File: src/rtl/vx_alu_pkg.sv
// Shared ALU request format and field widths used by dispatch and the ALU unit.
`ifndef NUM_WARPS
`define NUM_WARPS 4
`endif

package vx_alu_pkg;

  localparam int NUM_WARPS_DFLT = `NUM_WARPS;
  localparam int NUM_THREADS    = 4;
  localparam int XLEN           = 32;
  localparam int UUID_W         = 16;
  localparam int WID_W          = (NUM_WARPS_DFLT > 1) ? $clog2(NUM_WARPS_DFLT) : 1;
  localparam int TID_W          = (NUM_THREADS > 1) ? $clog2(NUM_THREADS) : 1;
  localparam int OP_TYPE_W      = 4;
  localparam int OP_MOD_W       = 3;
  localparam int NR_W           = 5;

  typedef struct packed {
    logic [UUID_W-1:0]                 uuid;
    logic [WID_W-1:0]                  wid;
    logic [NUM_THREADS-1:0]            tmask;
    logic [XLEN-1:0]                   PC;
    logic [XLEN-1:0]                   next_PC;
    logic [OP_TYPE_W-1:0]              op_type;
    logic [OP_MOD_W-1:0]               op_mod;
    logic                              use_PC;
    logic                              use_imm;
    logic [XLEN-1:0]                   imm;
    logic [TID_W-1:0]                  tid;
    logic [NUM_THREADS-1:0][XLEN-1:0]  rs1_data;
    logic [NUM_THREADS-1:0][XLEN-1:0]  rs2_data;
    logic [NR_W-1:0]                   rd;
    logic                              wb;
  } alu_req_t;

  localparam int ALU_REQ_W = $bits(alu_req_t);

endpackage

File: src/rtl/vx_alu_warp_tracker.sv
// Per-warp count of queued ALU requests; warp_pending lets the scheduler hold a warp.
module vx_alu_warp_tracker
  import vx_alu_pkg::*;
#(
  parameter int DEPTH     = 4,
  parameter int NUM_WARPS = NUM_WARPS_DFLT,
  localparam int CNT_W    = $clog2(DEPTH + 1)
) (
  input  logic                              clk,
  input  logic                              reset_n,
  input  logic                              flush,
  input  logic                              push_en,
  input  logic [WID_W-1:0]                  push_wid,
  input  logic                              pop_en,
  input  logic [WID_W-1:0]                  pop_wid,
  output logic [NUM_WARPS-1:0][CNT_W-1:0]   cnt,
  output logic [NUM_WARPS-1:0]              warp_pending
);

  logic [NUM_WARPS-1:0][CNT_W-1:0] cnt_q, cnt_d;
  logic [NUM_WARPS-1:0]            pend_q, pend_d;
  logic [NUM_WARPS-1:0]            inc, dec;

  always_comb begin
    cnt_d  = cnt_q;
    pend_d = '0;
    inc    = '0;
    dec    = '0;
    for (int w = 0; w < NUM_WARPS; w++) begin
      inc[w] = push_en && (push_wid == WID_W'(w));
      dec[w] = pop_en  && (pop_wid  == WID_W'(w));
      // same-warp push+pop cancels out
      if (flush)
        cnt_d[w] = '0;
      else
        cnt_d[w] = cnt_q[w] + CNT_W'(inc[w]) - CNT_W'(dec[w]);
      pend_d[w] = (cnt_d[w] != '0);
    end
  end

  always_ff @(posedge clk or negedge reset_n) begin
    if (!reset_n) begin
      cnt_q  <= '0;
      pend_q <= '0;
    end else begin
      cnt_q  <= cnt_d;
      pend_q <= pend_d;
    end
  end

  assign cnt          = cnt_q;
  assign warp_pending = pend_q;

`ifndef SYNTHESIS
  for (genvar w = 0; w < NUM_WARPS; w++) begin : g_chk
    a_no_underflow: assert property (@(posedge clk) disable iff (!reset_n)
      !(dec[w] && !inc[w] && !flush && cnt_q[w] == '0));
    a_no_overflow: assert property (@(posedge clk) disable iff (!reset_n)
      !(inc[w] && !dec[w] && !flush && cnt_q[w] == CNT_W'(DEPTH)));
  end
`endif

endmodule

File: src/rtl/vx_alu_dispatch_queue.sv
// Registered FIFO between dispatch and the ALU; no combinational in->out path.
module vx_alu_dispatch_queue
  import vx_alu_pkg::*;
#(
  parameter int DEPTH     = 4,
  parameter int NUM_WARPS = NUM_WARPS_DFLT,
  parameter int REQ_W     = ALU_REQ_W,
  localparam int CNT_W    = $clog2(DEPTH + 1)
) (
  input  logic                  clk,
  input  logic                  reset_n,
  input  logic                  flush,
  input  logic                  in_valid,
  input  logic [REQ_W-1:0]      in_data,
  output logic                  in_ready,
  output logic                  out_valid,
  output logic [REQ_W-1:0]      out_data,
  input  logic                  out_ready,
  output logic [CNT_W-1:0]      count,
  output logic [NUM_WARPS-1:0]  warp_pending
);

  localparam int IDX_W = $clog2(DEPTH);
  localparam int PTR_W = IDX_W + 1;

  logic [PTR_W-1:0] wr_ptr_q, wr_ptr_d, rd_ptr_q, rd_ptr_d;
  logic [CNT_W-1:0] count_q, count_d;
  logic [IDX_W-1:0] wr_idx, rd_idx;
  logic             empty, full, push, pop;
  alu_req_t         in_req, head;
  alu_req_t         mem_q [DEPTH];
  logic [NUM_WARPS-1:0][CNT_W-1:0] warp_cnt;

  assign in_req = alu_req_t'(in_data);
  assign wr_idx = wr_ptr_q[IDX_W-1:0];
  assign rd_idx = rd_ptr_q[IDX_W-1:0];
  assign empty  = (wr_ptr_q == rd_ptr_q);
  assign full   = (wr_idx == rd_idx) && (wr_ptr_q[IDX_W] != rd_ptr_q[IDX_W]);

  // a slot freed by a pop is only reusable next cycle
  assign in_ready  = !full && !flush;
  assign out_valid = !empty;
  assign push      = in_valid && in_ready;
  assign pop       = out_valid && out_ready;

  always_comb begin
    wr_ptr_d = wr_ptr_q;
    rd_ptr_d = rd_ptr_q;
    count_d  = count_q;
    if (flush) begin
      wr_ptr_d = '0;
      rd_ptr_d = '0;
      count_d  = '0;
    end else begin
      wr_ptr_d = wr_ptr_q + PTR_W'(push);
      rd_ptr_d = rd_ptr_q + PTR_W'(pop);
      case ({push, pop})
        2'b10:   count_d = count_q + 1'b1;
        2'b01:   count_d = count_q - 1'b1;
        default: count_d = count_q;
      endcase
    end
  end

  always_ff @(posedge clk or negedge reset_n) begin
    if (!reset_n) begin
      wr_ptr_q <= '0;
      rd_ptr_q <= '0;
      count_q  <= '0;
    end else begin
      wr_ptr_q <= wr_ptr_d;
      rd_ptr_q <= rd_ptr_d;
      count_q  <= count_d;
    end
  end

  // payload storage is deliberately left unreset
  always_ff @(posedge clk) begin
    if (push) mem_q[wr_idx] <= in_req;
  end

  assign head     = mem_q[rd_idx];
  assign out_data = head;
  assign count    = count_q;

  vx_alu_warp_tracker #(
    .DEPTH     (DEPTH),
    .NUM_WARPS (NUM_WARPS)
  ) u_tracker (
    .clk          (clk),
    .reset_n      (reset_n),
    .flush        (flush),
    .push_en      (push),
    .push_wid     (in_req.wid),
    .pop_en       (pop),
    .pop_wid      (head.wid),
    .cnt          (warp_cnt),
    .warp_pending (warp_pending)
  );

`ifndef SYNTHESIS
  int cnt_sum;
  always_comb begin
    cnt_sum = 0;
    for (int w = 0; w < NUM_WARPS; w++) cnt_sum += int'(warp_cnt[w]);
  end

  a_cnt_sum: assert property (@(posedge clk) disable iff (!reset_n)
    cnt_sum == int'(count_q));
  a_wid_range: assert property (@(posedge clk) disable iff (!reset_n)
    push |-> (int'(in_req.wid) < NUM_WARPS));
`endif

endmodule

File: config.mk
export PLATFORM = sky130hd
export DESIGN_NAME = vx_alu_dispatch_queue
export DESIGN_NICKNAME = d
export VERILOG_FILES = /design/src/rtl/vx_alu_pkg.sv /design/src/rtl/vx_alu_warp_tracker.sv /design/src/rtl/vx_alu_dispatch_queue.sv
export SDC_FILE = /design/constraint.sdc
export NUM_CORES = 1
export LEC_CHECK = 0
export ABC_CLOCK_PERIOD_IN_PS = 40500
export CAP_MARGIN = 20
export CELL_PAD_IN_SITES_DETAIL_PLACEMENT = 2
export CELL_PAD_IN_SITES_GLOBAL_PLACEMENT = 2
export CORE_AREA = 2 2 409 411
export CTS_CLUSTER_SIZE = 14
export DETAILED_ROUTE_END_ITERATION = 8
export DIE_AREA = 0 0 411 413
export PLACE_DENSITY = 0.63
export SYNTH_ARGS = -nofsm -noshare
export SYNTH_HDL_FRONTEND = slang
export SYNTH_HIERARCHICAL = 1
export SYNTH_SLANG_ARGS = --single-unit
File: constraint.sdc
create_clock -name clk -period 40.5 [get_ports clk]
set_clock_uncertainty 0.2 [all_clocks]
set_input_delay 8.1 -clock clk [delete_from_list [all_inputs] [get_ports clk]]
set_output_delay 8.1 -clock clk [all_outputs]
set_load 0.05 [all_outputs]
==> flow_summary.toml, run 1 <==
[clocking]
hold_buffers = 0
cts_resized = 0
clkTransAtPathRegs_ns = 0.06
clock-sinks = 1589
cts_tree = "built"
cts.path.max_buffers = 3
cts_made_buffers = 168
cts_root_buf = "clkbuf_16"
htreeDepth = 4
post-cts-setup-buffers = 0
clkLatencyLatePin_ns = 0.79

[synthesis]
yosys.area_share.simple_pct = 0.378
synth_ff_type = "edfxtp_1"
synthArstFlopShare_pct = 1.57
synth_cell_types = 36
synth_commonest_cells = "edfxtp_1, mux4_2, buf_2"
yosysWarnings = 6
synth_top_cell_by_area = "edfxtp_1"
ys_seq_area_share_pct = 82.5
synth-edff-count = 1564
synth_top_family_by_area = "multiplexers"
synth_top_cells_by_area = "edfxtp_1, mux4_2, dfrtp_1"
netlist_instances = 2169
synthMuxAreaShare_pct = 15.3
synth_xor_area_share_pct = 0.336
syn_nets = 2582
ys_seq_elements = 1589
synth_fa_ha_area_share_pct = 0.434
netlist.area_leader.share_pct = 81.5
netlist_area_mm2 = 0.0577
synth_compound_area_share_pct = 0.174
avgSynthCellArea_um2 = 26.6
synth.most_common_cell = "edfxtp_1"

[sta]
tightest_slew_ns = 1.17
setup_viol = 0
slew_viol_final = 0
tns_ns = 0
slew_headroom_pct = 22.0
max_freq_mhz = 55.0
rsz0062_at_grt = "no"
hold_violations = 0
timing.final.crit_share_pct = 44.9
min_period_ns = 18.17

[outcome]
status = "finished, final reports clean"

[power_and_ir_drop]
powerDensity_mw_per_mm2 = 54.9
switching_share_pct = 27.0
p_leak_uw = 0.0229
vdd_ir_drop_max_v = 0.0000423
internal-power_uw = 2950
p_clk_share_pct = 36.4
combPwrFrac_pct = 17.5
p_sw_uw = 1090
sequentialPowerShare_pct = 46.1

[route]
drc = 0
wl_met3_mm = 17.1
wl_met2_mm = 75.7
drt_iter0_drc = 1884
dr.max_layer_used = "met5"
postRouteAntennaNets = 0
avgViaCountPerCell = 4.94
wirelength_met1_mm = 57.7
vias = 26800
dr.pass1.iters = 5
wl_per_cell_um = 28.3
routed_wl_mm = 154

[place]
place_area_mm2 = 0.0684
hpwl_mm = 99.7
placed_cells = 5115
gp_congestion = 0.778
io_buffers = 795

[grt]
track_usage_pct = 17.9
grt_first_pass_wirelength_mm = 221
grt.overflow.total = 0
grt_max_degree = 142
antenna_found_initial = 61
grt_pass1_vias = 30000

[die]
dieArea_mm2 = 0.170
io_pins = 796
rows = 150
die_y_um = 413
core_mm2 = 0.166
start_util_pct = 34.7
die_x_um = 411

[job]
drv_cap = 0

[finish]
area_delta_synth_final_pct = 27.9
fin_nets = 3496
design_area_mm2 = 0.0737
layout.cells.non_filler = 5430
drive_gt1_share_pct = 21.1

[critical_path]
start_kind = "input pin"
worstPathRequired_ns = 32.20
arrival_ns = 9.87
endpoint_kind = "output pin"
cp_max_fo = 6
worstSetupPathType = "input pin to output pin"
reg2reg_from = "rd_ptr_q[0]$_DFF_PN0_"
critPathLaunch = "flush"

[min_path]
hp-class = "register to register"
hold_start = "u_tracker/cnt[9]$_DFF_PN0_"
-- through the flow --
step                      utilization, %  hold slack, ns  power [µW]  worst slack, ns
final                               44.4           0.417        4050            22.33
after global routing                44.4           0.456        4180            22.26
after CTS                           44.4           0.426        4100            21.65
after detailed placement            41.2           0.411        2620            21.64
after global placement              41.2           0.383        2600            21.80
after floorplan                        -           0.368        2380             1.71
-- layout by cell type, fill, tap and decap left out, types with 9 or more instances in the layout --
master,instances
buf_4,31
bufinv_16,9
clkbuf_1,33
clkbuf_16,170
clkdlybuf4s50_1,795
clkinv_1,34
clkinv_2,32
dfrtp_1,23
diode_2,14
edfxtp_1,1564
ha_1,12
inv_1,14
mux4_2,391
nor2_1,18
-- power by group through the flow --
stage | Clock [µW] | Combinational (µW) | Sequential, µW
detailed placement | 0 | 715 | 1900
finish | 1480 | 709 | 1870
global placement | 0 | 704 | 1900
floorplan | 0 | 449 | 1930
global route | 1570 | 742 | 1870
CTS | 1520 | 719 | 1870
-- flip-flops by register name, indices dropped and copies added, names as in the netlist --
name and count:
wr_ptr_q 3, mem_q 1564, count 3, rd_ptr_q 3
u_tracker/warp_pending 4, u_tracker/cnt 12
-- layout make-up --
cell class	count	area (µm²)
clock inverter	91	795
inverter	14	52.6
timing repair buffer	835	8400
sequential	1589	47600
antenna	14	35.0
tap	2204	2760
fill	14900	92200
multi-input combinational	475	9630
clock buffer	208	4450
-- kinds of logic after synthesis --
family | count (synthesis)
buffers and inverters | 105
muxes | 394
AOI/OAI and AO/OA | 10
DFF | 1589
adders and majority gates | 17
and+or+nand+nor | 42
xor gates and xnor gates | 12
-- metal layers --
metal  vias up  GRT usage (%)
met5         -              0
met4        84           4.15
met3       266           9.12
met2       866           29.5
met1     14400           20.9
li1      11300              -
-- worst max-delay path: stages --
cell	delay, ns
clkdlybuf4s50_1	0.61
a31oi_1	0.31
clkdlybuf4s50_1	0.84
-- final timing paths --
| path | end | slack (ns) | depth (start not counted) |
|---|---|---|---|
| setup / recovery | in_ready | 22.33 | 3 |
| hold / removal | u_tracker/cnt[9]$_DFF_PN0_ | 0.42 | 3 |
| setup reg to reg | mem_q[0][201]$_DFFE_PP_ | 33.93 | 8 |
| hold reg to reg | u_tracker/cnt[9]$_DFF_PN0_ | 0.42 | 3 |
| max in group asynchronous | rd_ptr_q[0]$_DFF_PN0_ | 32.30 | 2 |
| min in group asynchronous | count[1]$_DFFE_PN0P_ | 7.49 | 2 |
No activity file was read; power rests on OpenSTA's default activity.
==> inputs of run 2 (changes only) <==
Settings changed: ABC_CLOCK_PERIOD_IN_PS 40500 to 18200.
Clock period 40.5 ns to 18.2 ns, I/O delays scaled along.
==> run 2 against run 1 <==
  * Die area unchanged
  * Clock power up 130%
  * Sequential share of layout area down 0.095 points
  * Combinational power up 120%
  * Highest routed layer unchanged
  * Wire length up 1.9%
  * Core utilization up 0.066 points
  * Critical endpoint is now out_data[74]
  * Global-route usage up 0.33 points
  * Critical path type is now register to output pin
  * Largest cell class unchanged
  * Worst hold slack better by 0.012 ns
==> flow_summary.toml, run 2 (synthesis gave the netlist of run 1 again) <==
[die]
core_mm2 = 0.166
io_pins = 796
rows = 150
start_util_pct = 34.7
die_y_um = 413
die_x_um = 411
dieArea_mm2 = 0.170

[finish]
drive_gt1_share_pct = 21.4
largest_reg_flops = 1564
final_cell_mix = "edfxtp_1, clkdlybuf4s50_1, mux4_2"
max_flop_register = "mem_q"
design_area_mm2 = 0.0738
area_delta_synth_final_pct = 28.0
final_common_cell = "edfxtp_1"
fin_nets = 3497

[sta]
slew_viol_final = 0
slew_headroom_pct = 21.7
hold_ws_ns = 0.429
min_period_ns = 9.76
max_freq_mhz = 102
setup_viol = 0
hold_violations = 0
tightest_slew_ns = 1.17
rsz0062_at_grt = "no"
timing.final.crit_share_pct = 53.6

[route]
postRouteAntennaNets = 0
wl_per_cell_um = 28.7
dr.pass1.iters = 5
routed_wl_mm = 157
avgViaCountPerCell = 4.96
drc = 0
drt_iter0_drc = 1755
vias = 27000

[clocking]
cts_resized = 0
hold_buffers = 0
cts_tree = "built"
cts_made_buffers = 172
cts.path.max_buffers = 3
clock-sinks = 1589
htreeDepth = 4
cts_root_buf = "clkbuf_16"
post-cts-setup-buffers = 0
clkTransAtPathRegs_ns = 0.06
clkLatencyLatePin_ns = 0.78

[job]
drv_cap = 0

[critical_path]
arrival_ns = 5.92
start_kind = "register"
worstSetupPathType = "register to output pin"
worstPathRequired_ns = 14.36
reg2regPathDepth = 7
cp_max_fo = 66
endpoint_kind = "output pin"

[grt]
antenna_found_initial = 63
grt_first_pass_wirelength_mm = 224
grt.overflow.total = 0
grt_max_degree = 138
grt_pass1_vias = 30400
track_usage_pct = 18.3

[min_path]
worstHoldPathCells = 3
hp-class = "register to register"

[power_and_ir_drop]
vdd_ir_drop_max_v = 0.000102
p_leak_uw = 0.0230
powerDensity_mw_per_mm2 = 123

[outcome]
status = "finished, final reports clean"

[place]
place_area_mm2 = 0.0684
hpwl_mm = 101
gp_congestion = 0.756
io_buffers = 795
[run 2: layer usage]
metal  global-route usage, %  up-vias  wire length [µm]
met5                       0        -               563
met4                    5.69       86              3940
met3                    7.97      307             15400
met2                    30.0      924             77300
met1                    21.7    14400             59400
li1                        -    11300                 -
[run 2: area by class of cell]
type | count | area (µm²)
Antenna cell | 17 | 42.5
Timing Repair Buffer | 832 | 8320
Multi-Input combinational cell | 475 | 9630
Inverter | 14 | 52.6
Tap cell | 2204 | 2760
Fill cell | 14900 | 92100
Sequential cell | 1589 | 47600
Clock inverter | 122 | 953
Clock buffer | 198 | 4470
[run 2: path summary, 6_finish.rpt]
check | from | end | slack [ns]
worst max-delay path | rd_ptr_q[1]$_DFF_PN0_ | out_data[74] | 8.44
worst min-delay path | u_tracker/cnt[9]$_DFF_PN0_ | u_tracker/cnt[9]$_DFF_PN0_ | 0.43
worst max register to register | rd_ptr_q[1]$_DFF_PN0_ | mem_q[0][36]$_DFFE_PP_ | 11.72
worst min register to register | u_tracker/cnt[9]$_DFF_PN0_ | u_tracker/cnt[9]$_DFF_PN0_ | 0.43
max in group asynchronous | reset_n | rd_ptr_q[0]$_DFF_PN0_ | 14.47
min in group asynchronous | reset_n | count[0]$_DFFE_PN0P_ | 3.05
[run 2: stage by stage]
stage          total power [µW]  worst slack [ns]  instances  setup TNS, ns  utilization [%]
6_report                   9100              8.44       5451              0             44.5
5_1_grt                    9400              7.95       5445              0             44.5
4_1_cts                    9240              8.34       5434              0             44.5
3_5_place_dp               5830              9.00       5114              0             41.2
3_3_place_gp               5790              8.33       5113              0             41.2
2_1_floorplan              5260             -2.12       2169        -829.95                -
[run 2: worst max-delay path: stages, from the launching register on]
cell             delay, ns
dfrtp_4               0.85
buf_4                 0.89
buf_4                 0.83
buf_4                 0.90
mux4_2                0.39
clkdlybuf4s50_1       0.91
[run 2: power by group]
group / internal, µW / switching [µW] / total [µW]
Sequential: 4110 / 36.2 / 4150
Clock: 1920 / 1450 / 3370
Combinational: 595 / 987 / 1580
Total: 6630 / 2470 / 9100
